<file path="config.mk">
export PLATFORM = sky130hd
export DESIGN_NAME = processing_unit
export DESIGN_NICKNAME = d
export VERILOG_FILES = /design/src/rtl/processing_unit.sv
export SDC_FILE = /design/constraint.sdc
export NUM_CORES = 1
export LEC_CHECK = 0
export CORE_MARGIN = 1.5
export CORE_UTILIZATION = 60
export CTS_BUF_LIST = sky130_fd_sc_hd__clkbuf_8
export DETAILED_ROUTE_END_ITERATION = 16
export PLACE_DENSITY = 0.83
export SYNTH_ARGS = -nofsm -noshare
export SYNTH_HDL_FRONTEND = slang
export SYNTH_SLANG_ARGS = --single-unit
</file>
<file path="constraint.sdc">
create_clock -name clk -period 9.4 [get_ports clk]
set_input_delay 2.35 -clock clk [delete_from_list [all_inputs] [get_ports clk]]
set_output_delay 2.35 -clock clk [all_outputs]
set_load 0.05 [all_outputs]
</file>
<file path="src/rtl/processing_unit.sv">
// ============================================================================
// Module   : processing_unit
// Brief    : RISC-SPM datapath: register file, PC, IR, Add_R, Reg_Y, Reg_Z,
//            the two bus muxes and the ALU, driven by control-unit strobes.
// Revision : 1.0
// ============================================================================
`default_nettype none

module processing_unit #(
    parameter int word_size = 8,
    parameter int op_size   = 4,
    parameter int Sel1_size = 3,
    parameter int Sel2_size = 2
) (
    input  logic                 clk,
    input  logic                 rst,
    input  logic                 Load_R0,
    input  logic                 Load_R1,
    input  logic                 Load_R2,
    input  logic                 Load_R3,
    input  logic                 Load_PC,
    input  logic                 Inc_PC,
    input  logic                 Load_IR,
    input  logic                 Load_Add_R,
    input  logic                 Load_Reg_Y,
    input  logic                 Load_Reg_Z,
    input  logic [Sel1_size-1:0] Sel_Bus_1_Mux,
    input  logic [Sel2_size-1:0] Sel_Bus_2_Mux,
    input  logic [word_size-1:0] mem_word,
    output logic [word_size-1:0] instruction,
    output logic                 zero,
    output logic [word_size-1:0] address,
    output logic [word_size-1:0] Bus_1
);

    localparam logic [op_size-1:0] c_op_nop = op_size'(0);
    localparam logic [op_size-1:0] c_op_add = op_size'(1);
    localparam logic [op_size-1:0] c_op_sub = op_size'(2);
    localparam logic [op_size-1:0] c_op_and = op_size'(3);
    localparam logic [op_size-1:0] c_op_not = op_size'(4);

    localparam logic [Sel1_size-1:0] c_b1_r0 = Sel1_size'(0);
    localparam logic [Sel1_size-1:0] c_b1_r1 = Sel1_size'(1);
    localparam logic [Sel1_size-1:0] c_b1_r2 = Sel1_size'(2);
    localparam logic [Sel1_size-1:0] c_b1_r3 = Sel1_size'(3);
    localparam logic [Sel1_size-1:0] c_b1_pc = Sel1_size'(4);

    localparam logic [Sel2_size-1:0] c_b2_alu = Sel2_size'(0);
    localparam logic [Sel2_size-1:0] c_b2_b1  = Sel2_size'(1);
    localparam logic [Sel2_size-1:0] c_b2_mem = Sel2_size'(2);

    localparam logic [word_size-1:0] c_zero_word = '0;
    localparam logic [word_size-1:0] c_one_word  = word_size'(1);

    logic [word_size-1:0] r_reg [0:3];
    logic [word_size-1:0] r_pc;
    logic [word_size-1:0] r_ir;
    logic [word_size-1:0] r_add_r;
    logic [word_size-1:0] r_reg_y;
    logic                 r_reg_z;

    logic [3:0]           w_load_r;
    logic [word_size-1:0] w_bus_1;
    logic [word_size-1:0] w_bus_2;
    logic [word_size-1:0] w_alu_out;
    logic                 w_alu_zero;
    logic [op_size-1:0]   w_opcode;

    assign w_load_r = {Load_R3, Load_R2, Load_R1, Load_R0};
    assign w_opcode = r_ir[word_size-1 -: op_size];

    // Bus_1: register/PC source; unused or unknown selects drive zero.
    always_comb begin
        w_bus_1 = c_zero_word;
        case (Sel_Bus_1_Mux)
            c_b1_r0: w_bus_1 = r_reg[0];
            c_b1_r1: w_bus_1 = r_reg[1];
            c_b1_r2: w_bus_1 = r_reg[2];
            c_b1_r3: w_bus_1 = r_reg[3];
            c_b1_pc: w_bus_1 = r_pc;
            default: w_bus_1 = c_zero_word;
        endcase
    end

    always_comb begin
        w_bus_2 = c_zero_word;
        case (Sel_Bus_2_Mux)
            c_b2_alu: w_bus_2 = w_alu_out;
            c_b2_b1:  w_bus_2 = w_bus_1;
            c_b2_mem: w_bus_2 = mem_word;
            default:  w_bus_2 = c_zero_word;
        endcase
    end

    // ALU: data_1 = Reg_Y, data_2 = Bus_1; results wrap, carry/borrow dropped.
    always_comb begin
        w_alu_out = c_zero_word;
        case (w_opcode)
            c_op_nop: w_alu_out = c_zero_word;
            c_op_add: w_alu_out = r_reg_y + w_bus_1;
            c_op_sub: w_alu_out = w_bus_1 - r_reg_y;
            c_op_and: w_alu_out = r_reg_y & w_bus_1;
            c_op_not: w_alu_out = ~w_bus_1;
            default:  w_alu_out = c_zero_word;
        endcase
    end

    assign w_alu_zero = (w_alu_out == c_zero_word);

    generate
        for (genvar gi = 0; gi < 4; gi++) begin : g_reg_file
            always_ff @(posedge clk or negedge rst) begin
                if (!rst) begin
                    r_reg[gi] <= c_zero_word;
                end else if (w_load_r[gi]) begin
                    r_reg[gi] <= w_bus_2;
                end
            end
        end
    endgenerate

    // Load_PC takes priority over Inc_PC.
    always_ff @(posedge clk or negedge rst) begin
        if (!rst) begin
            r_pc <= c_zero_word;
        end else if (Load_PC) begin
            r_pc <= w_bus_2;
        end else if (Inc_PC) begin
            r_pc <= r_pc + c_one_word;
        end
    end

    always_ff @(posedge clk or negedge rst) begin
        if (!rst) begin
            r_ir    <= c_zero_word;
            r_add_r <= c_zero_word;
            r_reg_y <= c_zero_word;
            r_reg_z <= 1'b0;
        end else begin
            if (Load_IR)    r_ir    <= w_bus_2;
            if (Load_Add_R) r_add_r <= w_bus_2;
            if (Load_Reg_Y) r_reg_y <= w_bus_2;
            if (Load_Reg_Z) r_reg_z <= w_alu_zero;
        end
    end

    assign instruction = r_ir;
    assign zero        = r_reg_z;
    assign address     = r_add_r;
    assign Bus_1       = w_bus_1;

endmodule

`default_nettype wire
</file>
Yosys cells after proc, flatten, opt, wreduce, memory -nomap -nowiden
Cells that the tools add are included.

Add/sub/neg operators: 3. Equality and inequality tests: 10. Multiplexer cells: 5. Bitwise operators: 2. Reduce and logical (&&, ||, !) cells: 4.

Operators by type and width (number): $pmux W8 S5 (1); $pmux W8 S4 (1); $pmux W8 S3 (1); $mux W8 (2); $add A8 B1 Y8 const B (1); $add A8 B8 Y8 (1); $and A8 B8 Y8 (1); $eq A4 B2 Y1 const B (2); $logic_not A8 Y1 (1); $not A8 Y8 (1); $sub A8 B8 Y8 (1); $eq A3 B2 Y1 const B (2); $eq A4 B1 Y1 const B (1); $eq A4 B3 Y1 const B (1); $eq A3 B1 Y1 const B (1); $eq A3 B3 Y1 const B (1); $logic_not A3 Y1 (1); $eq A2 B1 Y1 const B (1); $eq A2 B2 Y1 const B (1); $logic_not A2 Y1 (1); $reduce_bool A2 Y1 (1).

Register bits: 65. Bits of input ports: 25. Word-level logic and storage cells: 33.

Longest topological paths before layout
Gate-level depths: netlist of run 1.

Depth in word-level cells: 6. Depth in mapped cells: 15. Gate-level depth less buffers: 13.

Least setup slack after synthesis of run 1
OpenSTA, ideal clock, no wires.

Path type: input to output. Start: in Sel_Bus_1_Mux[0]. End: out Bus_1[1]. Data arrival time: 3646 ps. Required time: 7050 ps. Path slack: 3404 ps. Stages: 6. Path buffers: 2. Cells stage by stage: buf_2 buf_2 nor2b_1 a22oi_1 o22a_1 inv_1.

Longest elaborated chain between the ends: 2. Elaborated cells between the ends (all ways): 6.

RTL lines: from (decl) (line 27) `input logic [Sel1_size-1:0] Sel_Bus_1_Mux,`; $eq A3 B3 Y1 (tied with other cells) (line 75) `case (Sel_Bus_1_Mux)`; $pmux W8 S5 (*) (line 75); to (decl) (line 33) `output logic [word_size-1:0] Bus_1`.

Every way passes the cells marked *; elsewhere a longest branch is shown, timed or not.

Worst setup path after layout of run 1
Ends and elaborated chain as after synthesis.

==> results.toml, run 1 <==
[synth]
netlist_top_cells_area = "dfrtp_1, a21oi_1, nor2_1"
yosysMostFrequentCell = "a21oi_1"
netlist_area_sq_mm = 0.00367
synth-edff-count = 0
syn-num-nets = 438
synthTopCellsByCount = "a21oi_1, nor2_1, dfrtp_1"
synthesis.instances = 402
syn_area_per_cell_sq_um = 9.12
synthDistinctLibCells = 52
yosys_warnings = 0
yosys_register_bits = 65
yosys.area.top_type_share_pct = 44.4
synth_top_area_cell = "dfrtp_1"
async_flop_share_pct = 100
ys_seq_area_share_pct = 44.4
ys.flop_type = "dfrtp_1"

[die]
initial_core_util_pct = 61.9
io_pins = 50
core_area_sq_mm = 0.00592
fp-row-count = 28
die-area_sq_mm = 0.00659
die_w_um = 81.2
chipHeight_um = 81.2

[timing]
slew_headroom_pct = 37.0
worst_slew_pin_slew_ns = 0.938
hold_violations = 0
min_period_ns = 7.48
finClkSkew_ns = 0.0104
final_max_slew_viol_count = 0
finalSetupTns_ns = 0
worst_slack_ns = 1.92
rsz0062_at_grt = "no"
fmax_mhz = 134
finalCritPeriodShare_pct = 79.6
setup_viol = 0

[clock_network]
cts_resized = 0
clkTransAtPathRegs_ns = 0.08
numClockSinks = 65
cts_max_level = 3
post-cts-setup-buffers = 0
clock_path_buffers = 2
cts_root_buf = "clkbuf_8"
clkLatencyLatePin_ns = 0.35
cts_hold_buf = 0
cts_tree = "built"
cts-buffers-inserted = 9

[place]
place_area_sq_mm = 0.00414
place_hpwl_um = 6350
post-place-ws_ns = 1.94
portBuffers = 49
gp_congestion = 0.900

[final_layout]
final_area_sq_mm = 0.00436
num-nets-final = 473
area_growth_pct = 19.0
largest_reg_flops = 32
n_antenna_cell = 0
drive_above_1_share_pct = 7.47

[global_route]
track_usage_pct = 30.0
grt_pass1_wl_um = 14600
grt_start_max_net_pins = 66
overflow = 0
grt_pass1_vias = 2982
antenna_found_initial = 0

[power]
p_int_mw = 0.608
p_leak_nw = 1.88
seqPwrFrac_pct = 37.6
power_mw = 0.945
p_clk_share_pct = 29.1
power.switching_mw = 0.337
power.density_mw_per_mm2 = 216
comb_power_share_pct = 33.2
switching_share_pct = 35.7
vdd_drop_max_mv = 0.140

[detailed_routing]
drc = 0
drt_iter0_drc = 274
drt_wl_total_um = 9130
avgRoutedWirePerCell_um = 17.7
vias = 3180
avgViaCountPerCell = 6.15
dr.pass1.iters = 6
ant_nets = 0

[critical_path]
arrival_ns = 5.13
ff2ff_path_depth = 12
worstReg2RegStart = "instruction[4]"
critical_path.max_fanout = 16
end_kind = "output pin"
cp-startpoint = "Sel_Bus_1_Mux[0]"
r2r-end = "r_reg[31]"
crit_path_start_kind = "primary input"
required_ns = 7.05
r2r_setup_slack_ns = 5.92
path_class = "primary input to output pin"

[min_path]
hold_end = "zero"
min_path_type = "flip-flop to flip-flop"
holdPathStages = 1
min_from = "zero"

[outcome]
status = "finished clean"

[run]
cap_violations = 0
[final cells by class]
| cell class | instances | area, sq um |
|---|---|---|
| multi-input combinational | 294 | 1860 |
| timing repair buffer | 50 | 493 |
| tap | 75 | 93.8 |
| sequential | 65 | 1630 |
| clock inverter | 5 | 77.6 |
| clock buffer | 11 | 151 |
| fill | 459 | 1560 |
| inverter | 17 | 63.8 |
[per-stage QoR]
step / utilization (%) / hold slack (ns) / instances
2_1_floorplan: - / 0.487 / 402
3_3_place_gp: 69.8 / 0.476 / 501
3_5_place_dp: 69.8 / 0.499 / 501
4_1_cts: 73.7 / 0.520 / 517
5_1_grt: 73.7 / 0.541 / 517
6_report: 73.7 / 0.517 / 517
[critical path, stage by stage]
cell             delay (ns)
clkdlybuf4s50_1        0.88
nor2b_1                0.50
a22oi_1                0.17
o22a_1                 0.30
inv_1                  0.12
clkdlybuf4s50_1        0.81
[layout by cell type (no fill, tap or decap), drive strengths merged, types with 4 or more instances in the layout]
cell	netlist	layout
clkbuf	12	11
a21oi	75	75
nor3	5	5
nand2	13	13
xnor2	15	15
a22oi	11	11
mux2	9	9
o21ai	5	5
clkdlybuf4s50	0	48
mux2i	9	9
inv	16	18
nor2b	5	5
a21o	4	4
nand4	5	5
nor2	71	71
dfrtp	65	65
o22a	13	13
ha	10	10
[layer usage]
| metal | track usage, % | vias to the layer above | share of wire (%) |
|---|---|---|---|
| met5 | 0 | - | 0 |
| met4 | 11.4 | 0 | 1.2 |
| met3 | 8.09 | 19 | 9.0 |
| met2 | 47.5 | 143 | 47 |
| met1 | 39.5 | 1525 | 42 |
| li1 | - | 1493 | - |
[cells by family (layout without fill, tap and decap cells)]
| family | count (synthesis) | after routing | share of synthesized area (%) |
|---|---|---|---|
| buffers and inverters | 43 | 83 | 4.95 |
| AND/OR/NAND/NOR | 119 | 119 | 15.3 |
| XOR/XNOR | 18 | 18 | 4.30 |
| AO/OA/AOI/OAI | 128 | 128 | 21.9 |
| multiplexers | 18 | 18 | 5.22 |
| flip-flops | 65 | 65 | 44.4 |
| adder cells (fa/ha/maj) | 11 | 11 | 3.96 |
[power groups by stage]
| stage | Combinational [mW] | Sequential, mW | Clock [mW] |
|---|---|---|---|
| final | 0.314 | 0.355 | 0.275 |
| after global routing | 0.341 | 0.360 | 0.289 |
| after CTS | 0.313 | 0.355 | 0.276 |
| after detailed placement | 0.311 | 0.359 | 0 |
| after global placement | 0.304 | 0.357 | 0 |
| after floorplan | 0.189 | 0.388 | 0 |
[worst max-delay path by stage]
stage,endpoint,slack (ns),depth (start not counted)
after global placement,Bus_1[1],2.00,6
after detailed placement,Bus_1[1],1.94,6
after CTS,Bus_1[1],1.94,6
after global routing,Bus_1[1],1.71,6
after floorplan,Bus_1[1],3.40,6
final,Bus_1[1],1.92,6
Note: power is estimated with default switching activity, not from simulation.
==> inputs of run 2 (changes only) <==
--- a/config.mk
+++ b/config.mk
@@ -6,10 +6,10 @@
 export NUM_CORES = 1
 export LEC_CHECK = 0
 export CORE_MARGIN = 1.5
-export CORE_UTILIZATION = 60
+export CORE_UTILIZATION = 57
 export CTS_BUF_LIST = sky130_fd_sc_hd__clkbuf_8
 export DETAILED_ROUTE_END_ITERATION = 16
-export PLACE_DENSITY = 0.83
+export PLACE_DENSITY = 0.79
 export SYNTH_ARGS = -nofsm -noshare
 export SYNTH_HDL_FRONTEND = slang
 export SYNTH_SLANG_ARGS = --single-unit
==> constraint.sdc (replaced) <==
create_clock -name clk -period 7.1 [get_ports clk]
set_input_delay 1.775 -clock clk [delete_from_list [all_inputs] [get_ports clk]]
set_output_delay 1.775 -clock clk [all_outputs]
set_load 0.05 [all_outputs]
==> run 2 against run 1 <==
First-iteration DRC count is 11% lower. Worst setup slack lost 1.1 ns. Non-clock buffer count stayed put. Via count decreased by 2.4%. Clock power increased by 34%. Worst hold slack better by 0.013 ns. Utilization fell by 4.0 points. Combinational power rose by 33%. Die area is 5.1% higher. Final cell count grew 0.39%. Sequential power up 32%. Power grew 33%. Critical endpoint unchanged. Largest cell class unchanged. Largest power group unchanged.
==> results.toml, run 2 (same netlist as run 1, synthesis figures left out) <==
[global_route]
grt_start_max_net_pins = 66
track_usage_pct = 28.2
grt_pass1_wl_um = 15300
antenna_found_initial = 0
grt_pass1_vias = 3036
overflow = 0

[clock_network]
clkTransAtPathRegs_ns = 0.06
cts_max_level = 3
post-cts-setup-buffers = 0
cts-buffers-inserted = 9
cts_root_buf = "clkbuf_8"
cts_tree = "built"
cts_hold_buf = 0
clkLatencyLatePin_ns = 0.34
cts_resized = 0
clock_path_buffers = 2
numClockSinks = 65

[critical_path]
worstReg2RegStart = "instruction[4]"
critical_path.max_fanout = 16
required_ns = 5.33
crit_path_start_kind = "primary input"
cp-startpoint = "Sel_Bus_1_Mux[0]"
arrival_ns = 4.55
path_class = "primary input to output pin"
end_kind = "output pin"

[detailed_routing]
drt_iter0_drc = 244
drt_wl_total_um = 9340
dr.pass1.iters = 4
ant_nets = 0
avgRoutedWirePerCell_um = 18.0
drc = 0
avgViaCountPerCell = 5.98
vias = 3105

[final_layout]
multi_input_area_sq_mm = 0.00186
mostFrequentLayoutCells = "a21oi_1, nor2_1, dfrtp_1"
layout_commonest_cell = "a21oi_1"
num-nets-final = 473
seqCellArea_sq_mm = 0.00163
largest_reg_flops = 32
drive_above_1_share_pct = 7.69
nFillCells = 485
final-instance-count-excl-fill = 519
area_growth_pct = 19.4
n_antenna_cell = 0

[die]
io_pins = 50
chipHeight_um = 83.2
die-area_sq_mm = 0.00692
die_w_um = 83.2
fp-row-count = 29
initial_core_util_pct = 58.4
core_area_sq_mm = 0.00628

[power]
switching_share_pct = 35.1
seqPwrFrac_pct = 37.5
power.density_mw_per_mm2 = 287
comb_power_share_pct = 33.2
p_int_mw = 0.815
p_leak_nw = 1.88
power.switching_mw = 0.441
p_clk_share_pct = 29.3
vdd_drop_max_mv = 0.168

[timing]
hold_violations = 0
finClkSkew_ns = 0.00890
finalSetupTns_ns = 0
min_period_ns = 6.33
fmax_mhz = 158
slew_headroom_pct = 33.5
rsz0062_at_grt = "no"
worst_slew_pin_slew_ns = 0.990
setup_viol = 0
final_max_slew_viol_count = 0
finalCritPeriodShare_pct = 89.1

[outcome]
status = "finished clean"

[place]
place_inst = 503
portBuffers = 49
gp_congestion = 0.918
place_hpwl_um = 6510

[min_path]
min_path_type = "flip-flop to flip-flop"
min_from = "r_reg[14]"

[run]
cap_violations = 0
[run 2: cell type report]
| cell class | instances | area share (%) |
|---|---|---|
| clock inverter | 4 | 1.69 |
| timing repair buffer | 50 | 11.3 |
| inverter | 17 | 1.46 |
| clock buffer | 12 | 3.77 |
| sequential | 65 | 37.2 |
| tap | 77 | 2.20 |
| multi-input combinational | 294 | 42.5 |
[run 2: metrics by stage]
stage	worst slack (ns)	hold WS, ns	util (%)	area [sq um]	total power [mW]
finish	0.774	0.530	69.7	4380	1.26
global route	0.648	0.546	69.7	4380	1.32
CTS	0.782	0.533	69.7	4380	1.26
detailed placement	0.807	0.517	65.9	4140	0.888
global placement	0.876	0.480	65.9	4140	0.876
floorplan	2.25	0.487	-	3670	0.764
[run 2: path summary, 6_finish.rpt]
kind / depth (start not counted) / slack, ns / endpoint
max in group asynchronous: 2 / 4.96 / r_reg_y[2]
min: 2 / 0.53 / r_reg[14]
max: 6 / 0.77 / Bus_1[1]
max reg2reg: 12 / 3.63 / r_reg[15]
min reg2reg: 2 / 0.53 / r_reg[14]
min in group asynchronous: 2 / 1.60 / r_reg[8]
[run 2: worst max-delay path, cell delays in order]
cell	delay, ns
clkdlybuf4s50_1	0.89
nor2b_1	0.47
a22oi_1	0.17
o22a_1	0.29
inv_1	0.13
clkdlybuf4s50_1	0.81
[run 2: power groups by stage]
stage          Combinational, mW  Sequential (mW)  Clock, mW
6_report                   0.417            0.470      0.368
5_1_grt                    0.453            0.476      0.389
4_1_cts                    0.415            0.469      0.373
3_5_place_dp               0.412            0.476          0
3_3_place_gp               0.402            0.474          0
2_1_floorplan              0.250            0.513          0
[run 2: metal layers]
metal | GRT usage [%] | part of all wire [%] | vias to the layer above
met4 | 9.70 | 1.8 | 0
met2 | 43.2 | 46 | 107
met1 | 40.0 | 46 | 1480
met5 | 0 | 0 | -
li1 | - | - | 1501
met3 | 6.16 | 6.7 | 17
==> inputs of run 3 (changes only) <==
--- a/config.mk
+++ b/config.mk
@@ -9,6 +9,7 @@
 export CORE_UTILIZATION = 57
 export CTS_BUF_LIST = sky130_fd_sc_hd__clkbuf_8
 export DETAILED_ROUTE_END_ITERATION = 16
+export MAX_ROUTING_LAYER = met4
 export PLACE_DENSITY = 0.79
 export SYNTH_ARGS = -nofsm -noshare
 export SYNTH_HDL_FRONTEND = slang
==> run 3 against run 2 <==
Worst hold slack lost 0.015 ns. Via count rose by 2.2%. Combinational power rose by 1%. Global-route usage grew 1.1 points. Clock power fell by 18%. Critical path type unchanged.
==> results.toml, run 3 (same netlist as run 1, synthesis figures left out) <==
[outcome]
status = "finished clean"

[detailed_routing]
drt_wl_total_um = 9440
drt_iter0_drc = 274
vias = 3174
ant_nets = 0
drc = 0
avgRoutedWirePerCell_um = 18.2
avgViaCountPerCell = 6.13
dr.pass1.iters = 5

[critical_path]
end_kind = "output pin"
cpLargestDelayFamily = "buffers and inverters"
cp.depth = 6
path_buf_inv = 3
path_class = "primary input to output pin"
critical_path.max_fanout = 16
r2r-end = "address[7]"
worstReg2RegStart = "instruction[4]"
r2r_setup_slack_ns = 3.59
path_common_cell = "clkdlybuf4s50_1"
max_stage_delay_ns = 0.87
crit_path_start_kind = "primary input"
critPathSlowestCell = "clkdlybuf4s50_1"
worstPathCellList = "clkdlybuf4s50_1 -> nor2b_1 -> a22oi_1 -> o22a_1 -> inv_1 -> clkdlybuf4s50_1"
arrival_ns = 4.55
ff2ff_path_depth = 12
required_ns = 5.33

[global_route]
grt_pass1_wl_um = 15300
grt_pass1_vias = 3045
grt_start_max_net_pins = 66
track_usage_pct = 29.3
overflow = 0
antenna_found_initial = 0

[place]
portBuffers = 49
post-place-ws_ns = 0.779
gp_congestion = 0.908
place_hpwl_um = 6540
place_area_sq_mm = 0.00415

[clock_network]
clkTransAtPathRegs_ns = 0.07
clock_path_buffers = 2
post-cts-setup-buffers = 0
numClockSinks = 65
cts-buffers-inserted = 9
cts_root_buf = "clkbuf_8"
cts_hold_buf = 0
cts_resized = 0
clkLatencyLatePin_ns = 0.35
cts_tree = "built"
cts_max_level = 3

[final_layout]
seqCellArea_sq_mm = 0.00163
largest_reg_flops = 32
area_growth_pct = 18.1
n_antenna_cell = 0
nFillCells = 499
mostFrequentLayoutCells = "a21oi_1, nor2_1, dfrtp_1"
num-nets-final = 474
layout_commonest_cell = "a21oi_1"
final_area_sq_mm = 0.00433
drive_above_1_share_pct = 7.48
multi_input_area_sq_mm = 0.00186

[die]
die_w_um = 83.2
die-area_sq_mm = 0.00692
core_area_sq_mm = 0.00628
fp-row-count = 29
io_pins = 50
initial_core_util_pct = 58.4
chipHeight_um = 83.2

[min_path]
min_path_type = "flip-flop to flip-flop"
hold_end = "zero"
min_from = "zero"
holdPathStages = 1

[timing]
rsz0062_at_grt = "no"
final_max_slew_viol_count = 0
fmax_mhz = 158
finalSetupTns_ns = 0
finalCritPeriodShare_pct = 89.1
setup_viol = 0
worst_slack_ns = 0.773
finClkSkew_ns = 0.0100
slew_headroom_pct = 40.2
worst_slew_pin_slew_ns = 0.890
hold_violations = 0
min_period_ns = 6.33

[power]
vdd_drop_max_mv = 0.189
power.density_mw_per_mm2 = 276
p_leak_nw = 1.85
power_mw = 1.19

[run]
cap_violations = 0
[run 3: power by group]
part / switching (mW) / internal (mW) / total, mW
sequential: 0.0486 / 0.422 / 0.471
combinational: 0.255 / 0.167 / 0.421
clock: 0.145 / 0.158 / 0.303
[run 3: worst max path at each step]
stage                     slack, ns        to             start
final                          0.77  Bus_1[1]  Sel_Bus_1_Mux[0]
after global routing           0.60  Bus_1[1]  Sel_Bus_1_Mux[0]
after CTS                      0.77  Bus_1[1]  Sel_Bus_1_Mux[0]
after detailed placement       0.78  Bus_1[1]  Sel_Bus_1_Mux[0]
after global placement         0.84  Bus_1[1]  Sel_Bus_1_Mux[0]
after floorplan                2.25  Bus_1[1]  Sel_Bus_1_Mux[0]
[run 3: final cells by class]
cell class,instances,area share [%]
Timing Repair Buffer,51,11.6
Clock inverter,5,1.36
Sequential cell,65,37.6
Multi-Input combinational cell,294,42.9
Inverter,17,1.47
Tap cell,77,2.23
Clock buffer,9,2.86
[run 3: through the flow]
stage / hold slack (ns) / util, % / std cells
floorplan: 0.487 / - / 402
global placement: 0.483 / 66.0 / 504
detailed placement: 0.491 / 66.0 / 504
CTS: 0.511 / 68.9 / 518
global route: 0.538 / 68.9 / 518
finish: 0.515 / 68.9 / 518
[run 3: layer usage]
layer / vias to the layer above / global-route usage (%) / part of all wire [%]
li1: 1490 / - / -
met1: 1536 / 38.7 / 43
met2: 132 / 44.1 / 48
met3: 16 / 7.95 / 7.3
met4: 0 / 10.2 / 1.5
met5: - / - / 0
